File: src/rtl/bist_ctrl.sv
// ---------------------------------------------------------------------------
// bist_ctrl -- BIST sequencer for the JTAG test logic.
//
// A start request latches the 13-bit configuration word into a shadow
// register. The block then emits a maximal-length 8-bit LFSR pattern stream
// toward the device under test. Each returned response is folded into an
// 8-bit MISR signature, which is compared against an expected value.
//
// Ports
//   CLK            clock, all state updates on the rising edge
//   RST            synchronous, active-high reset
//   BIST_CONF_REG  [0] mode (0 preset, 1 user), [4:1] preset N, [12:5] user L
//   START / ABORT  sequencing requests from the TAP decode (ABORT wins)
//   EXP_SIG        expected signature
//   DUT_RESP       response from the DUT, LATENCY cycles after its pattern
//   PATTERN        current LFSR pattern, live while PAT_VALID=1
//   PAT_VALID      PATTERN is a live test vector this cycle
//   BUSY           high in LOAD, RUN and DRAIN
//   DONE           test complete, signature final
//   SIGNATURE      MISR register
//   PASS           DONE & (SIGNATURE == EXP_SIG), combinational
//
// Parameter
//   LATENCY        pattern-to-response delay in cycles, legal 1..4
// ---------------------------------------------------------------------------
module bist_ctrl #(
  parameter int LATENCY = 1
) (
  input  logic        CLK,
  input  logic        RST,
  input  logic [12:0] BIST_CONF_REG,
  input  logic        START,
  input  logic        ABORT,
  input  logic [7:0]  EXP_SIG,
  input  logic [7:0]  DUT_RESP,
  output logic [7:0]  PATTERN,
  output logic        PAT_VALID,
  output logic        BUSY,
  output logic        DONE,
  output logic [7:0]  SIGNATURE,
  output logic        PASS
);

  typedef enum logic [2:0] {
    S_IDLE,
    S_LOAD,
    S_RUN,
    S_DRAIN,
    S_DONE
  } state_t;

  // One step of the x^8+x^6+x^5+x^4+1 shift register. The LFSR and the MISR
  // share this polynomial, so the pattern stream has a period of 255.
  function automatic logic [7:0] lfsr_step(input logic [7:0] v);
    return {v[6:0], v[7] ^ v[5] ^ v[4] ^ v[3]};
  endfunction

  state_t              state_q, state_d;
  logic [12:0]         conf_q, conf_d;
  logic [7:0]          lfsr_q, lfsr_d;
  logic [7:0]          misr_q, misr_d;
  logic [8:0]          cnt_q, cnt_d;
  logic [LATENCY-1:0]  pipe_q, pipe_d;
  logic                pat_vld_q, pat_vld_d;
  logic                busy_q, busy_d;
  logic                done_q, done_d;

  // Configuration decode from the shadow copy. The live BIST_CONF_REG is
  // read only at the moment of a start.
  logic       conf_mode;
  logic [3:0] conf_n;
  logic [7:0] conf_l;
  logic [8:0] run_len;
  logic [7:0] run_seed;
  logic       resp_vld;

  assign conf_mode = conf_q[0];
  assign conf_n    = conf_q[4:1];
  assign conf_l    = conf_q[12:5];

  // Preset mode runs 16*(N+1) patterns. In user mode L=0 encodes 256, which
  // is why the counter is 9 bits wide.
  always_comb begin
    run_len  = 9'd0;
    run_seed = 8'h01;
    if (conf_mode) begin
      run_len  = (conf_l == 8'd0) ? 9'd256 : {1'b0, conf_l};
      run_seed = 8'h01;
    end else begin
      run_len  = {1'b0, conf_n, 4'b0000} + 9'd16;
      run_seed = {4'h5, conf_n};
    end
  end

  // PAT_VALID delayed by LATENCY cycles marks the cycle in which DUT_RESP
  // carries the response to a live pattern.
  assign resp_vld = pipe_q[LATENCY-1];

  always_comb begin
    // NOTE: every signal written here gets a default first, so no path leaves
    // it unassigned and no latch is inferred.
    state_d = state_q;
    conf_d  = conf_q;
    lfsr_d  = lfsr_q;
    misr_d  = misr_q;
    cnt_d   = cnt_q;

    pipe_d[0] = pat_vld_q;
    for (int i = 1; i < LATENCY; i++) begin
      pipe_d[i] = pipe_q[i-1];
    end

    if (resp_vld) begin
      misr_d = lfsr_step(misr_q) ^ DUT_RESP;
    end

    case (state_q)
      S_IDLE: begin
        if (START && !ABORT) begin
          conf_d  = BIST_CONF_REG;
          state_d = S_LOAD;
        end
      end
      S_LOAD: begin
        lfsr_d  = run_seed;
        misr_d  = 8'h00;
        cnt_d   = run_len;
        pipe_d  = '0;
        state_d = S_RUN;
      end
      S_RUN: begin
        lfsr_d = lfsr_step(lfsr_q);
        cnt_d  = cnt_q - 9'd1;
        if (cnt_q == 9'd1) begin
          // Last pattern goes out this cycle. Reload the counter with the
          // pipe depth so DRAIN waits for the final response.
          cnt_d   = 9'(LATENCY);
          state_d = S_DRAIN;
        end
      end
      S_DRAIN: begin
        cnt_d = cnt_q - 9'd1;
        if (cnt_q == 9'd1) begin
          cnt_d   = 9'd0;
          state_d = S_DONE;
        end
      end
      S_DONE: begin
        if (START) begin
          conf_d  = BIST_CONF_REG;
          state_d = S_LOAD;
        end
      end
      default: state_d = S_IDLE;
    endcase

    // ABORT overrides everything except IDLE. The signature freezes at its
    // partial value and the responses still in flight are discarded.
    if (ABORT && (state_q != S_IDLE)) begin
      state_d = S_IDLE;
      conf_d  = conf_q;
      misr_d  = misr_q;
      cnt_d   = 9'd0;
      pipe_d  = '0;
    end
  end

  // Outputs are registered from the next state, so they change in the same
  // cycle as the state they describe.
  always_comb begin
    pat_vld_d = (state_d == S_RUN);
    busy_d    = (state_d == S_LOAD) || (state_d == S_RUN) || (state_d == S_DRAIN);
    done_d    = (state_d == S_DONE);
  end

  // NOTE: sequential state uses non-blocking assignments only, so every flop
  // samples the pre-edge value of every other flop.
  always_ff @(posedge CLK) begin
    if (RST) begin
      state_q   <= S_IDLE;
      conf_q    <= '0;
      lfsr_q    <= '0;
      misr_q    <= '0;
      cnt_q     <= '0;
      pipe_q    <= '0;
      pat_vld_q <= 1'b0;
      busy_q    <= 1'b0;
      done_q    <= 1'b0;
    end else begin
      state_q   <= state_d;
      conf_q    <= conf_d;
      lfsr_q    <= lfsr_d;
      misr_q    <= misr_d;
      cnt_q     <= cnt_d;
      pipe_q    <= pipe_d;
      pat_vld_q <= pat_vld_d;
      busy_q    <= busy_d;
      done_q    <= done_d;
    end
  end

  assign PATTERN   = lfsr_q;
  assign PAT_VALID = pat_vld_q;
  assign BUSY      = busy_q;
  assign DONE      = done_q;
  assign SIGNATURE = misr_q;
  assign PASS      = done_q && (misr_q == EXP_SIG);

endmodule

File: config.mk
export PLATFORM = sky130hd
export DESIGN_NAME = bist_ctrl
export DESIGN_NICKNAME = d
export VERILOG_FILES = /design/src/rtl/bist_ctrl.sv
export SDC_FILE = /design/constraint.sdc
export NUM_CORES = 1
export LEC_CHECK = 0
export ABC_AREA = 1
export CORE_ASPECT_RATIO = 0.75
export CORE_UTILIZATION = 50
export CTS_CLUSTER_DIAMETER = 80
export DETAILED_ROUTE_END_ITERATION = 12
export GPL_TIMING_DRIVEN = 0
export PLACE_DENSITY = 0.9
export SYNTH_ARGS = -nofsm -noshare
export SYNTH_HDL_FRONTEND = slang
export SYNTH_SLANG_ARGS = --single-unit
File: constraint.sdc
create_clock -name CLK -period 1.8 [get_ports CLK]
set_clock_uncertainty 0.15 [all_clocks]
set_input_delay 0.27 -clock CLK [delete_from_list [all_inputs] [get_ports CLK]]
set_output_delay 0.27 -clock CLK [all_outputs]
set_load 0.03 [all_outputs]
Word level (Yosys, flattened, before mapping)
Index checks and enable logic that the tools add are counted.
{"block": "op_classes", "add_sub_neg": 2, "eq_ne": 12, "muxes": 18, "n_reduce_logical": 17, "bitwise_logic": 8}
{"op": "9-bit two-way mux", "count": 4}
{"op": "9-bit one-hot mux with 3 select lines", "count": 1}
{"op": "13-bit two-way mux", "count": 2}
{"op": "13-bit one-hot mux with 2 select lines", "count": 1}
{"op": "8-bit two-way mux", "count": 2}
{"op": "8-bit one-hot mux with 2 select lines", "count": 1}
{"op": "3-bit two-way mux", "count": 5}
{"op": "3-bit one-hot mux with 5 select lines", "count": 1}
{"op": "3-bit by 2-bit == test with 1-bit output, second input constant", "count": 4}
{"op": "8-bit by 5-bit adder with 9-bit output, second input constant", "count": 1}
{"op": "9-bit by 1-bit == test with 1-bit output, second input constant", "count": 1}
{"op": "9-bit by 1-bit subtractor with 9-bit output, second input constant", "count": 1}
{"op": "8-bit == test", "count": 1}
{"op": "8-bit zero test", "count": 1}
{"op": "8-bit bitwise XOR", "count": 1}
{"op": "7-bit two-way mux", "count": 1}
{"op": "3-bit by 1-bit == test with 1-bit output, second input constant", "count": 2}
{"op": "3-bit == test, second input constant", "count": 2}
{"op": "2-bit nonzero test", "count": 3}
{"op": "3-bit nonzero test", "count": 2}
{"op": "1-bit bitwise XOR", "count": 6}
{"op": "2-bit inequality test, second input constant", "count": 2}
{"op": "4-bit AND reduction", "count": 1}
{"op": "1-bit logical AND", "count": 3}
{"op": "7 further kinds", "count": 8}
{"block": "totals", "out_inout_bits": 20, "ff_bits": 45, "input_bits": 33, "elab_cells": 66}

Depth between registers and ports, before layout
{"block": "depth", "ltp_word": 8, "mapped_depth": 11, "mapped_depth_nobuf": 11}

Worst setup path before layout
OpenSTA, ideal clock, no wires.
{"block": "synth_timing", "kind": "reg-to-output", "from": "register misr_q[5] (netlist: SIGNATURE[5])", "to": "output PASS", "slack_ps": -375, "required_time_ps": 1380, "stages_incl_launch_ff": 8, "arrival_time_ps": 1755, "n_path_buf": 1, "cell_sequence": "dfxtp_1 > clkbuf_1 > inv_1 > nand2_1 > o21ai_0 > nor2_1 > nand4_1 > nor3_1"}
{"block": "synth_between", "elab_chain_cells": 2}
{"item": "start: declaration", "line_no": "61", "text": "logic [7:0] misr_q, misr_d;"}
{"item": "start signal: assignment", "line_no": "193", "text": "misr_q <= misr_d;"}
{"item": "8-bit == test", "line_no": "207", "text": "assign PASS = done_q && (misr_q == EXP_SIG);"}
{"item": "1-bit logical AND", "line_no": "207"}
{"item": "end: declaration", "line_no": "41", "text": "output logic PASS"}
Every way passes these cells.

Worst setup path after layout
Ends and elaborated chain as after synthesis.

==> metrics.md <==
| Metric | Value |
|---|---|
| Status | complete, but fails checks |
| Failing checks | setup timing |
| Num rows | 21 |
| Core box area | 4493 um^2 |
| Largest family of logic cells by synthesized area | simple AND/OR/NAND/NOR gates |
| Post-synthesis compound-gate area fraction | 17.12% |
| Final Critical Period | 1.865 ns |
| Crit Path Max Fanout | 2 |
| Antenna violations before repair | 0 |
| Filler cell count in the final layout | 376 |
| Critical path capture point type | primary output |
| Net count after synthesis | 380 |
| Area Growth Syn to Fin | 30.59% |
| Tot GR Track Use | 25.74% |
| Die Y | 61.61 um |
| DPL Wire Length | 4415 um |
| Final ANT Viol Nets | 0 |
| Die area | 5019 um^2 |
| MaxCap Viol Count | 0 |
| First-pass DRT Iterations | 4 |
| Number of CTS-inserted buffers | 5 |
| Root Buffer | clkbuf_8 |
| Final setup violation count | 1 |
| Post-synthesis adder-cell area fraction | 1.585% |
| Lkg Pwr | 1.405 nW |
| Share of total power in sequential cells | 48.2% |
| Via count | 2426 |
| Congestion Overflow GR | 0 |
| Inst Count DP | 453 |
| CP cell instances | buf_8, inv_2, o22ai_1, nor2_1, nand4_1, nor3_4, buf_6 |
| Worst skew pair latency | 0.29 ns |
| Syn Area/Cell | 6.885 um^2 |
| Combinational power share | 24.4% |
| DR iter-0 viols | 202 |
| CTS tree | done |
| Worst hold slack | 0.3078 ns |
| Crit path DAT | 1.44 ns |
| Clock power share | 27.4% |
| Wirelength per Cell | 12.91 um |
| Routed WL | 5950 um |
| Max VDD drop | 600.8 uV |
| Initial Util | 52.72% |
| IO Pins | 53 |
| Fmax | 536.3 MHz |
| Sink Count | 45 |
| Clock Path Buffers | 2 |
| Vias in the first global route | 2183 |
| Placer Congestion | 0.8459 |
| DRC | 0 |
| Reg area | 903.4 um^2 |
| Post-Syn Instances | 344 |
| RSZ-0062 raised after global routing | yes |
| Post-layout power | 2.312 mW |
| Switching power total | 0.7208 mW |
| Synth cell types | 26 |
| XOR/XNOR Fraction of Synth Area | 8.135% |
| Top delay family on crit path | simple AND/OR/NAND/NOR gates |
| Slowest Stage Delay on Critical Path | 0.34 ns |
| Fin crit share | 103.6% |
| Die W | 81.48 um |
| Hold-fix buffers, CTS | 0 |
| Layout cells sized above 1 | 8.911% |
| Worst slew pin tran | 0.4777 ns |
| Critical path launch point type | flop |
| Slew HR | 68.15% |
| Antenna fix cells | 0 |
| Via density per instance | 5.262 |
| Largest net degree at the start of global routing | 14 |
| CTS H-tree lvls | 2 |
| Internal | 1.591 mW |
| Switch share | 31.18% |
| Design Area, Final | 3093 um^2 |
| Setup tns final | -0.06470 ns |
| Fin. max-slew vios | 0 |
| Final worst slack | -0.06470 ns |
| CP max stage cell | dfxtp_2 |
| Pre-CTS setup slack | -0.6783 ns |
| Post-synthesis sequential area ratio | 38.03% |
| Area occupied by multi-input gates | 1292 um^2 |
| Placed Area | 2975 um^2 |
| WS Path Type | reg -> out |
| Nets | 440 |
| Synth Cell Area | 2369 um^2 |
| HP Start | conf_q[12] |
| YS warnings | 0 |
| Worst Setup SP | SIGNATURE[5] |
| PD cells | 747.4 nW/um^2 |
| Mux contribution to synthesized area | 0% |
| Bufs and invs on worst path | 3 |
| Hold Fails Final Rpt | 0 |
| Port bufs | 52 |
| Post-route insts no fill | 461 |
| Clock-pin slew on the worst setup and hold paths | 0.08 ns |
| Synth Register Bits | 45 |
| First-pass GRT wire length | 9694 um |
| HP Class | reg -> reg |
| Worst EP required | 1.38 ns |
| Simple-Gate Fraction of Synth Area | 27.26% |
| Worst flop-to-flop path startpoint | state_q[2] |
| Final core utilization | 68.84% |
==> placed cells by master, fill, tap and decap left out, types with 8 or more instances in the layout <==
cell type / synthesis / routed
a21oi_1: 26 / 26
clkdlybuf4s50_1: 0 / 38
dfxtp_1: 45 / 43
dlygate4sd2_1: 0 / 8
inv_1: 29 / 28
inv_2: 9 / 10
nand2_1: 75 / 75
nand3_1: 20 / 20
nor2_1: 47 / 47
o21ai_0: 30 / 28
xnor2_1: 8 / 8
xor2_1: 14 / 14
==> final timing paths <==
| path | slack, ns | cells after the start | endpoint |
|---|---|---|---|
| worst max register to register | 0.12 | 6 | cnt_q[6] |
| worst max-delay path | -0.06 | 7 | PASS |
| worst min register to register | 0.31 | 2 | conf_q[12] |
| worst min-delay path | 0.31 | 2 | conf_q[12] |
==> area by class of cell <==
type / count / area share, %
timing repair buffer: 53 / 17.19
clock buffer: 6 / 2.670
sequential: 45 / 29.21
clock inverter: 1 / 0.2427
buffer: 10 / 1.982
multi-input combinational: 251 / 41.79
inverter: 38 / 4.612
tap: 57 / 2.306
==> flip-flops by register name (all words and copies together), names as in the netlist <==
signal     cells
PATTERN        8
cnt_q          9
PAT_VALID      1
pipe_q         1
conf_q        13
state_q        3
DONE           1
SIGNATURE      8
BUSY           1
==> power by group through the flow <==
stage	Sequential, mW	Combinational (mW)	Clock, mW
detailed placement	1.14	0.557	0
global route	1.12	0.628	0.686
global placement	1.13	0.536	0
CTS	1.11	0.560	0.643
floorplan	1.16	0.336	0
finish	1.11	0.565	0.632
==> repair_timing <==
action                                  4_1_cts  5_1_grt
setup buffers                                 1        0
pin swaps                                     3        0
resized for setup                            21        7
endpoints found under the setup margin        9        5
==> layer usage <==
layer	global-route usage, %	vias to the layer above	part of all wire [%]
li1	-	1238	-
met1	34.50	1101	46
met2	41.55	77	46
met3	4.593	10	5.9
met4	9.949	0	1.5
met5	0	-	0
==> logic make-up after synthesis <==
family                   count (synthesis)
buffers and inverters                   48
AO/OA/AOI/OAI                           72
AND/OR/NAND/NOR                        154
flip-flops                              45
XOR/XNOR                                22
adder cells (fa/ha/maj)                  3
==> worst register-to-register path, delay by kind of cell, from the launching register on <==
kind | cells | cell delay (ns)
AO/OA/AOI/OAI | 2 | 0.43
buffers and inverters | 1 | 0.19
flip-flops | 1 | 0.56
AND/OR/NAND/NOR | 3 | 0.29
==> synth_stat cells <==
cell / instances / area share [%]
a211oi_1: 2 / 0.63
a21oi_1: 26 / 5.5
a31oi_1: 7 / 1.8
buf_2: 5 / 1.1
clkbuf_1: 5 / 0.79
dfxtp_1: 45 / 38
ha_1: 3 / 1.6
inv_1: 29 / 4.6
inv_2: 9 / 1.4
nand2_1: 75 / 12
nand2_2: 3 / 0.79
nand3_1: 20 / 4.2
nand3_2: 1 / 0.42
nand3b_1: 1 / 0.32
nand4_1: 3 / 0.79
nor2_1: 47 / 7.4
nor2_4: 2 / 0.95
nor3_1: 2 / 0.42
o211ai_1: 2 / 0.63
o21ai_0: 30 / 6.3
o21ai_1: 1 / 0.21
o21ai_4: 2 / 1.4
o22ai_1: 1 / 0.26
o31ai_1: 1 / 0.32
xnor2_1: 8 / 3.0
xor2_1: 14 / 5.2
No activity file was read; power rests on OpenSTA's default activity.
